`src/rtl/calc_pkg.sv`:
```
// Constants shared by the calculator top, the stack and the execution unit:
// command codes, stack pointer moves, capacity and the execution FSM encoding.
package calc_pkg;

    localparam int MAX_ELEM_CNT = 512;

    localparam logic [2:0] CMD_ADD = 3'd0;
    localparam logic [2:0] CMD_SUB = 3'd1;
    localparam logic [2:0] CMD_MUL = 3'd2;
    localparam logic [2:0] CMD_DIV = 3'd3;
    localparam logic [2:0] CMD_MOD = 3'd4;
    localparam logic [2:0] CMD_POP = 3'd5;
    localparam logic [2:0] CMD_DUP = 3'd6;
    localparam logic [2:0] CMD_SWP = 3'd7;

    localparam logic [1:0] ST_NO_MOV = 2'd0;
    localparam logic [1:0] ST_MOV_UP = 2'd1;
    localparam logic [1:0] ST_MOV_DN = 2'd2;

    typedef enum logic [2:0] {
        S_IDLE   = 3'd0,
        S_DIVIDE = 3'd1,
        S_ISSUE  = 3'd2,
        S_WAIT1  = 3'd3,
        S_WAIT2  = 3'd4,
        S_DONE   = 3'd5
    } state_t;

    // POP and DUP only need one element on the stack; everything else needs two.
    function automatic logic needs_two(input logic [2:0] c);
        return !(c == CMD_POP || c == CMD_DUP);
    endfunction

endpackage

```
`src/rtl/div_u32.sv`:
```
// Restoring radix-2 unsigned divider. The first iteration happens on the start
// edge, so quotient/remainder are final in the cycle done is high, WIDTH cycles later.
module div_u32 #(
    parameter int WIDTH = 32
) (
    input  logic             clk,
    input  logic             reset_n,
    input  logic             start,
    input  logic [WIDTH-1:0] dividend,
    input  logic [WIDTH-1:0] divisor,
    output logic [WIDTH-1:0] quotient,
    output logic [WIDTH-1:0] remainder,
    output logic             done
);
    localparam int CW = $clog2(WIDTH + 1);

    logic [WIDTH-1:0] rem_reg;
    logic [WIDTH-1:0] quo_reg;
    logic [WIDTH-1:0] dvs_reg;
    logic [CW-1:0]    cnt_reg;
    logic             done_reg;

    // One shift-subtract step: the quotient register doubles as the dividend shifter.
    function automatic logic [2*WIDTH-1:0] div_step(input logic [WIDTH-1:0] r,
                                                    input logic [WIDTH-1:0] q,
                                                    input logic [WIDTH-1:0] d);
        logic [WIDTH:0] trial;
        trial = {r, q[WIDTH-1]};
        if (trial >= {1'b0, d}) begin
            trial = trial - {1'b0, d};
            return {trial[WIDTH-1:0], q[WIDTH-2:0], 1'b1};
        end
        return {trial[WIDTH-1:0], q[WIDTH-2:0], 1'b0};
    endfunction

    always_ff @(posedge clk or negedge reset_n) begin
        if (!reset_n) begin
            rem_reg  <= '0;
            quo_reg  <= '0;
            dvs_reg  <= '0;
            cnt_reg  <= '0;
            done_reg <= 1'b0;
        end else begin
            done_reg <= 1'b0;
            if (start) begin
                {rem_reg, quo_reg} <= div_step('0, dividend, divisor);
                dvs_reg            <= divisor;
                cnt_reg            <= CW'(WIDTH - 1);
            end else if (cnt_reg != '0) begin
                {rem_reg, quo_reg} <= div_step(rem_reg, quo_reg, dvs_reg);
                cnt_reg            <= cnt_reg - CW'(1);
                done_reg           <= (cnt_reg == CW'(1));
            end
        end
    end

    assign quotient  = quo_reg;
    assign remainder = rem_reg;
    assign done      = done_reg;

endmodule

```
`src/rtl/stack_exec.sv`:
```
// Calculator command execution unit: validates a command against the stack
// state, computes the result and issues one write transaction to the stack.
module stack_exec
    import calc_pkg::*;
#(
    parameter int WIDTH = 32,
    parameter int DEPTH = MAX_ELEM_CNT
) (
    input  logic             clk,
    input  logic             reset_n,
    input  logic             start,
    input  logic [2:0]       cmd,
    input  logic [9:0]       elems_cnt,
    input  logic [WIDTH-1:0] top0,
    input  logic [WIDTH-1:0] top1,
    input  logic             st_ready,
    output logic             st_en,
    output logic [1:0]       st_write_elems_cnt,
    output logic [WIDTH-1:0] st_write_elem0,
    output logic [WIDTH-1:0] st_write_elem1,
    output logic [1:0]       st_top_mov,
    output logic             busy,
    output logic             done,
    output logic             err
);
    state_t           state_reg;
    logic [2:0]       cmd_reg;
    logic             reject;
    logic             is_div;
    logic             div_start;
    logic             div_done;
    logic [WIDTH-1:0] quotient;
    logic [WIDTH-1:0] remainder;
    logic [1:0]       wr_cnt;
    logic [1:0]       wr_mov;
    logic [WIDTH-1:0] wr_elem0;
    logic [WIDTH-1:0] wr_elem1;

    assign is_div = (cmd == CMD_DIV) || (cmd == CMD_MOD);

    always_comb begin
        reject = needs_two(cmd) ? (elems_cnt < 10'd2) : (elems_cnt == 10'd0);
        if (cmd == CMD_DUP && int'(elems_cnt) >= DEPTH) reject = 1'b1;
        if (is_div && top0 == '0) reject = 1'b1;
    end

    // Non-divide commands are resolved on the accept edge so st_en lands one cycle later.
    always_comb begin
        wr_cnt   = 2'd1;
        wr_mov   = ST_MOV_DN;
        wr_elem0 = '0;
        wr_elem1 = '0;
        case (cmd)
            CMD_ADD: wr_elem0 = top1 + top0;
            CMD_SUB: wr_elem0 = top1 - top0;
            CMD_MUL: wr_elem0 = top1 * top0;
            CMD_POP: wr_cnt   = 2'd0;
            CMD_DUP: begin
                wr_mov   = ST_MOV_UP;
                wr_elem0 = top0;
            end
            CMD_SWP: begin
                wr_cnt   = 2'd2;
                wr_mov   = ST_NO_MOV;
                wr_elem0 = top1;
                wr_elem1 = top0;
            end
            default: ;
        endcase
    end

    assign div_start = (state_reg == S_IDLE) && start && !reject && is_div;

    div_u32 #(.WIDTH(WIDTH)) u_div (
        .clk       (clk),
        .reset_n   (reset_n),
        .start     (div_start),
        .dividend  (top1),
        .divisor   (top0),
        .quotient  (quotient),
        .remainder (remainder),
        .done      (div_done)
    );

    always_ff @(posedge clk or negedge reset_n) begin
        if (!reset_n) begin
            state_reg          <= S_IDLE;
            cmd_reg            <= CMD_ADD;
            st_en              <= 1'b0;
            st_write_elems_cnt <= 2'd0;
            st_write_elem0     <= '0;
            st_write_elem1     <= '0;
            st_top_mov         <= ST_NO_MOV;
            busy               <= 1'b0;
            done               <= 1'b0;
            err                <= 1'b0;
        end else begin
            case (state_reg)
                S_IDLE: begin
                    if (start) begin
                        busy    <= 1'b1;
                        cmd_reg <= cmd;
                        if (reject) begin
                            state_reg <= S_DONE;
                            done      <= 1'b1;
                            err       <= 1'b1;
                        end else if (is_div) begin
                            state_reg <= S_DIVIDE;
                        end else begin
                            state_reg          <= S_ISSUE;
                            st_en              <= 1'b1;
                            st_write_elems_cnt <= wr_cnt;
                            st_write_elem0     <= wr_elem0;
                            st_write_elem1     <= wr_elem1;
                            st_top_mov         <= wr_mov;
                        end
                    end
                end
                S_DIVIDE: begin
                    if (div_done) begin
                        state_reg          <= S_ISSUE;
                        st_en              <= 1'b1;
                        st_write_elems_cnt <= 2'd1;
                        st_write_elem0     <= (cmd_reg == CMD_MOD) ? remainder : quotient;
                        st_write_elem1     <= '0;
                        st_top_mov         <= ST_MOV_DN;
                    end
                end
                S_ISSUE: begin
                    st_en     <= 1'b0;
                    state_reg <= S_WAIT1;
                end
                S_WAIT1: state_reg <= S_WAIT2;
                S_WAIT2: begin
                    if (st_ready) begin
                        state_reg <= S_DONE;
                        done      <= 1'b1;
                    end
                end
                S_DONE: begin
                    done      <= 1'b0;
                    err       <= 1'b0;
                    busy      <= 1'b0;
                    state_reg <= S_IDLE;
                end
                default: state_reg <= S_IDLE;
            endcase
        end
    end

endmodule

```
`config.mk`:
```
export PLATFORM = sky130hd
export DESIGN_NAME = stack_exec
export DESIGN_NICKNAME = d
export VERILOG_FILES = /design/src/rtl/calc_pkg.sv /design/src/rtl/div_u32.sv /design/src/rtl/stack_exec.sv
export SDC_FILE = /design/constraint.sdc
export NUM_CORES = 2
export LEC_CHECK = 0
export BUFFER_PORTS_ARGS = -buffer_cell sky130_fd_sc_hd__buf_2
export CAP_MARGIN = 20
export CORE_AREA = 2 2 256 258
export DETAILED_ROUTE_END_ITERATION = 16
export DIE_AREA = 0 0 258 260
export GPL_TIMING_DRIVEN = 0
export PLACE_DENSITY = 0.68
export SETUP_SLACK_MARGIN = 0.3
export SKIP_LAST_GASP = 1
export SLEW_MARGIN = 10
export SYNTH_ARGS = -nofsm -noshare
export SYNTH_HDL_FRONTEND = slang
export SYNTH_SLANG_ARGS = --single-unit
```
`constraint.sdc`:
```
create_clock -name clk -period 4.7 [get_ports clk]
set_input_delay 0.705 -clock clk [delete_from_list [all_inputs] [get_ports clk]]
set_output_delay 0.705 -clock clk [all_outputs]
set_load 0.05 [all_outputs]
```
# After elaboration in Yosys (flattened, before gate mapping)

Index checks and enable logic that the tools add are counted.

Bits in registers: 181
Input bits: 81
Word-level logic and storage cells: 135

Add/sub/neg operators: 5
$mul: 1
$lt $le $gt $ge: 4
Eq/ne operators: 20
Multiplexer cells: 65
Reductions and logical operators: 25

Operators by type and width:

| kind                                                        | number |
|---|---|
| two-way mux 32 bit                                          | 16 |
| two-way mux 64 bit                                          | 4 |
| one-hot mux 32 bit (5 select lines)                         | 1 |
| one-hot mux 32 bit (2 select lines)                         | 2 |
| subtractor 32 bit                                           | 2 |
| greater-or-equal comparator 33 x 32 -> 1 bit                | 1 |
| adder 32 bit                                                | 1 |
| greater-or-equal comparator 1 x 32 -> 1 bit                 | 1 |
| zero test 32 bit                                            | 1 |
| multiplier 32 x 32 -> 32 bit                                | 1 |
| subtractor 1 x 32 -> 32 bit                                 | 1 |
| equality test 3 bit, second input constant                  | 7 |
| two-way mux 1 bit                                           | 18 |
| two-way mux 2 bit                                           | 9 |
| one-hot mux 2 bit (2 select lines)                          | 4 |
| one-hot mux 3 bit (5 select lines)                          | 1 |
| equality test 3 x 2 -> 1 bit, second input constant         | 4 |
| two-way mux 3 bit                                           | 4 |
| two-way mux 6 bit                                           | 2 |
| greater-or-equal comparator 10 bit, second input constant   | 1 |
| zero test 10 bit                                            | 1 |
| less-than comparator 10 x 2 -> 1 bit, second input constant | 1 |
| != test 2 bit, second input constant                        | 5 |
| AND reduction 5 bit                                         | 2 |
| 16 further kinds                                            | 30 |

# Longest topological paths before layout

Depth after elaboration: 12
Mapped depth: 27
Mapped depth without buffers: 25

# Modules after synthesis

A second synthesis with hierarchy kept.

Cells, all modules: 3,357
Area total of the unflattened synthesis: 29,161.7 um^2

By module, submodules not included:

| module     | instances | cells each | area each (um^2) | sequential area each (um^2) |
|---|---|---|---|---|
| stack_exec | 1         | 2,601      | 22,609.2         | 1,951.9 |
| div_u32    | 1         | 756        | 6,552.5          | 2,577.5 |

# Worst setup path before layout

Ideal clock, no wire load.

Path kind: in2reg
Start: input top0[8]
End: register st_write_elem0[31]
Arrival: 7,370 ps
Slack: -2,814 ps
Cell stages on the path: 26
Cell sequence: clkbuf_1 -> buf_1 -> nand2_1 -> fa_1 -> inv_1 -> fa_1 -> fa_1 -> inv_1 -> fa_1 -> inv_1 -> fa_1 -> inv_1 -> fa_1 -> inv_1 -> fa_1 -> fa_1 -> ha_1 -> a21oi_1 -> o21ai_1 -> a211oi_1 -> nor3b_1 -> o31ai_1 -> o21ai_1 -> xnor2_1 -> a2111oi_0 -> o32ai_1

Longest elaborated chain between the ends: 6
Elaborated cells on any way between the ends: 13

Ends and longest elaborated chain:

| what                                                 | RTL line          | text |
|---|---|---|
| start, declared                                      | stack_exec.sv:14  | `input logic [WIDTH-1:0] top0,` |
| multiplier 32 x 32 -> 32 bit (tied with other cells) | stack_exec.sv:56  | `CMD_MUL: wr_elem0 = top1 * top0;` |
| one-hot mux 32 bit (5 select lines)                  | stack_exec.sv:53  | `case (cmd)` |
| two-way mux 32 bit                                   | stack_exec.sv:107 | `end else if (is_div) begin` |
| two-way mux 32 bit                                   | stack_exec.sv:103 | `if (reject) begin` |
| two-way mux 32 bit                                   | stack_exec.sv:100 | `if (start) begin` |
| one-hot mux 32 bit (2 select lines)                  | stack_exec.sv:98  | `case (state_reg)` |
| end signal, assigned                                 | stack_exec.sv:113 | `st_write_elem0 <= wr_elem0;` |
| end signal, assigned                                 | stack_exec.sv:124 | `st_write_elem0 <= (cmd_reg == CMD_MOD) ? remainder : quotient;` |
| end, declared                                        | stack_exec.sv:19  | `output logic [WIDTH-1:0] st_write_elem0,` |

Parallel ways exist; a longest one is shown, timed or not. The select of a mux whose other input is x is not followed.
A chain may end at the register's enable or synchronous reset.

# Worst setup path in the final report

Start: input top1[10]
End: register st_write_elem0[30]

Longest elaborated chain between the ends: 6
Elaborated cells on any way between the ends: 8

Ends and longest elaborated chain:

| what                                                 | RTL line          | text |
|---|---|---|
| start, declared                                      | stack_exec.sv:15  | `input logic [WIDTH-1:0] top1,` |
| multiplier 32 x 32 -> 32 bit (tied with other cells) | stack_exec.sv:56  |  |
| one-hot mux 32 bit (5 select lines) (*)              | stack_exec.sv:53  |  |
| two-way mux 32 bit (*)                               | stack_exec.sv:107 |  |
| two-way mux 32 bit (*)                               | stack_exec.sv:103 |  |
| two-way mux 32 bit (*)                               | stack_exec.sv:100 |  |
| one-hot mux 32 bit (2 select lines) (*)              | stack_exec.sv:98  |  |

Every way passes the cells marked *; elsewhere a longest branch is shown, timed or not. The select of a mux whose other input is x is not followed.

==> flow_metrics.tcl <==
set metrics [dict create \
    ctsRootBufferMaster "clkbuf_16" \
    synth_enable_flop_cells 0 \
    syn-cell-area_sq_mm 0.02925 \
    finClkSkew_ns 0.01668 \
    grt_pass1_vias 26620 \
    cap_violations 0 \
    dr.pass1.iters 5 \
    die_y_um 260 \
    synthDistinctLibCells 89 \
    drtAntennaViolNets 0 \
    max_slew.worst_pin.slew_ns 1.147 \
    utilization_pct 54.01 \
    cts_buffers 17 \
    gp_congestion 1.035 \
    synth-seq-cells 181 \
    critPathCaptureType "register" \
    crit_buf_inv 6 \
    r2r_cells 7 \
    grt-ovfl-total 0 \
    route.detailed.drc 0 \
    die_x_um 258 \
    path_clk_slew_ns 0.09 \
    place.detailed.hpwl_mm 90.31 \
    layout_common_cells "inv_1 (437), nand2_1 (412), fa_1 (392)" \
    grt_usage_pct 34.78 \
    outcome "finished, violations left" \
    synthFlopType "dfrtp_1" \
    cpMostUsedCell "fa_1" \
    rsz0062_at_grt "yes" \
    wl_per_cell_um 26.19 \
    hold_viol 0 \
    placementRows 93 \
    n_fill_cell 5777 \
    tns_ns -55.66 \
    ys_seq_area_share_pct 15.48 \
    hold_path.class "input port to async pin" \
    fin_ws_ns -2.717 \
    nets 4249 \
    syn-num-nets 4025 \
    fp.coreArea_sq_mm 0.06412 \
    via_per_inst 5.983 \
    port_buffers 144 \
    cp.depth 25 \
    ys_warn_count 0 \
    setup_viol 26 \
    areaGrowthSynthToFinish_pct 18.39 \
    slew_headroom_pct 23.52 \
    max_stage_delay_ns 0.55 \
    cts_tree "yes" \
    crit_required_ns 5.05 \
    cts_max_level 4 \
    grt_pass1_wl_mm 171.7 \
    cts_buffer_depth 2 \
    avgSynthCellArea_sq_um 8.758 \
    cts.sinks 181 \
    finalCritPeriodShare_pct 157.8 \
    drive_gt1_share_pct 16.63 \
    crit_type "input port to register" \
    postPlaceCellArea_sq_mm 0.03155 \
    initial_core_util_pct 45.62 \
    grt_max_degree 103 \
    dieArea_sq_mm 0.06708 \
    cp_top_family "adder cells" \
    antenna_found_initial 3 \
    slew_violations 0 \
    vias 26570 \
    critical_path_arrival_ns 7.77 \
    synthArstFlopShare_pct 100.0 \
    period_needed_ns 7.417 \
    drt-total-wl_mm 116.3 \
    slowest_stage "fa_1" \
    drt_iter0_markers 2844 \
    ioPinCount 153 \
    mostFrequentLayoutCell "inv_1" \
    design_area_sq_mm 0.03463 \
    clock_latency_ns 0.47 \
    critPathLaunchType "input port" \
    synth_cells 3340 \
    violations "negative setup slack" \
    path_max_fanout 10 \
    fmax_mhz 134.8 \
]
## cell families (layout without fill, tap and decap cells)
| group | after synthesis | in the layout | synth area share (%) |
|---|---|---|---|
| muxes | 107 | 107 | 3.679 |
| and+or+nand+nor | 1059 | 1059 | 18.05 |
| adders and majority gates | 604 | 604 | 36.36 |
| AOI/OAI and AO/OA | 589 | 589 | 13.47 |
| buffers and inverters | 654 | 891 | 8.517 |
| xor gates and xnor gates | 146 | 146 | 4.444 |
| DFF | 181 | 181 | 15.48 |
| other | 0 | 9 | 0 |
## area by class of cell
class	count	area, sq um	share of cell area (%)
Antenna cell	9	22.52	0.06503
Buffer	204	1753	5.062
Clock buffer	18	439.2	1.268
Clock inverter	14	185.2	0.5347
Inverter	447	1678	4.845
Multi-Input combinational cell	2505	23580	68.09
Sequential cell	181	4529	13.08
Tap cell	855	1070	3.089
Timing Repair Buffer	208	1374	3.967
## worst register-to-register path: cells and delay by family, from the launching register on
kind | cells | cell delay (ns)
buffers and inverters | 3 | 1.60
AO/OA/AOI/OAI | 3 | 1.49
flip-flops | 1 | 0.40
AND/OR/NAND/NOR | 1 | 0.18
## repair_timing
item / 4_1_cts / 5_1_grt
gates resized for setup: 371 / 105
setup buffers: 43 / 15
hold buffers: 0 / 0
setup endpoints to repair: 126 / 85
gates cloned: 1 / 1
pin swaps: 98 / 85
## metrics by stage
stage,hold slack (ns),cells,setup slack (ns)
2_1_floorplan,0.4094,3340,-2.389
3_3_place_gp,0.4579,4339,-4.189
3_5_place_dp,0.4633,4342,-4.251
4_1_cts,0.2341,4415,-2.564
5_1_grt,0.2537,4432,-2.877
6_report,0.2181,4441,-2.717
## per-layer routing
| metal | GRT usage [%] | part of all wire, % | wire length, um |
|---|---|---|---|
| met4 | 20.46 | 6.5 | 7602 |
| met1 | 45.44 | 39 | 45360 |
| met3 | 8.830 | 11 | 12460 |
| met2 | 52.31 | 44 | 50890 |
| met5 | 0 | 0.013 | 15 |
## synthesized netlist by cell type, types with 7 or more instances
cell | count | area share (%)
or3_1 | 14 | 0.30
nor2b_1 | 13 | 0.28
a31oi_1 | 14 | 0.30
xor2_1 | 54 | 1.6
xnor2_1 | 90 | 2.7
a211oi_2 | 9 | 0.38
o21bai_1 | 10 | 0.26
mux2i_1 | 103 | 3.5
a21o_1 | 38 | 0.98
fa_1 | 410 | 28
nor3_1 | 51 | 0.87
a2111oi_0 | 9 | 0.27
a22o_1 | 33 | 0.99
nand3_1 | 26 | 0.44
buf_1 | 18 | 0.23
inv_1 | 447 | 5.7
o31ai_1 | 11 | 0.28
a211oi_1 | 31 | 0.80
nand2b_1 | 20 | 0.43
o22ai_1 | 15 | 0.32
o21a_1 | 34 | 0.87
and4_1 | 7 | 0.21
and3_1 | 8 | 0.17
o221ai_1 | 10 | 0.30
clkbuf_1 | 172 | 2.2
dfrtp_1 | 181 | 15
o21ai_1 | 94 | 1.6
buf_2 | 14 | 0.24
ha_1 | 194 | 8.3
o21ai_0 | 68 | 1.2
nor3b_1 | 11 | 0.28
nand4_1 | 13 | 0.28
nor2_1 | 135 | 1.7
and2_1 | 312 | 6.7
nand2_1 | 416 | 5.3
o211ai_1 | 9 | 0.23
a21oi_1 | 124 | 2.1
a221oi_1 | 7 | 0.21
a311oi_1 | 9 | 0.27
## worst paths after layout
kind,end,slack [ns],startpoint
worst max-delay path,st_write_elem0[30],-2.72,top1[10]
max in group asynchronous,st_write_elem0[11],3.46,reset_n
worst min register to register,st_write_elems_cnt[1],0.49,st_write_elems_cnt[1]
min in group clk,st_write_elems_cnt[1],0.49,st_write_elems_cnt[1]
worst min-delay path,u_div.dvs_reg[18],0.22,reset_n
worst max register to register,st_write_elem1[19],0.96,state_reg[1]
Power is not shown: default switching activity piles up to over one toggle a cycle in this logic, so the estimate is an artifact.
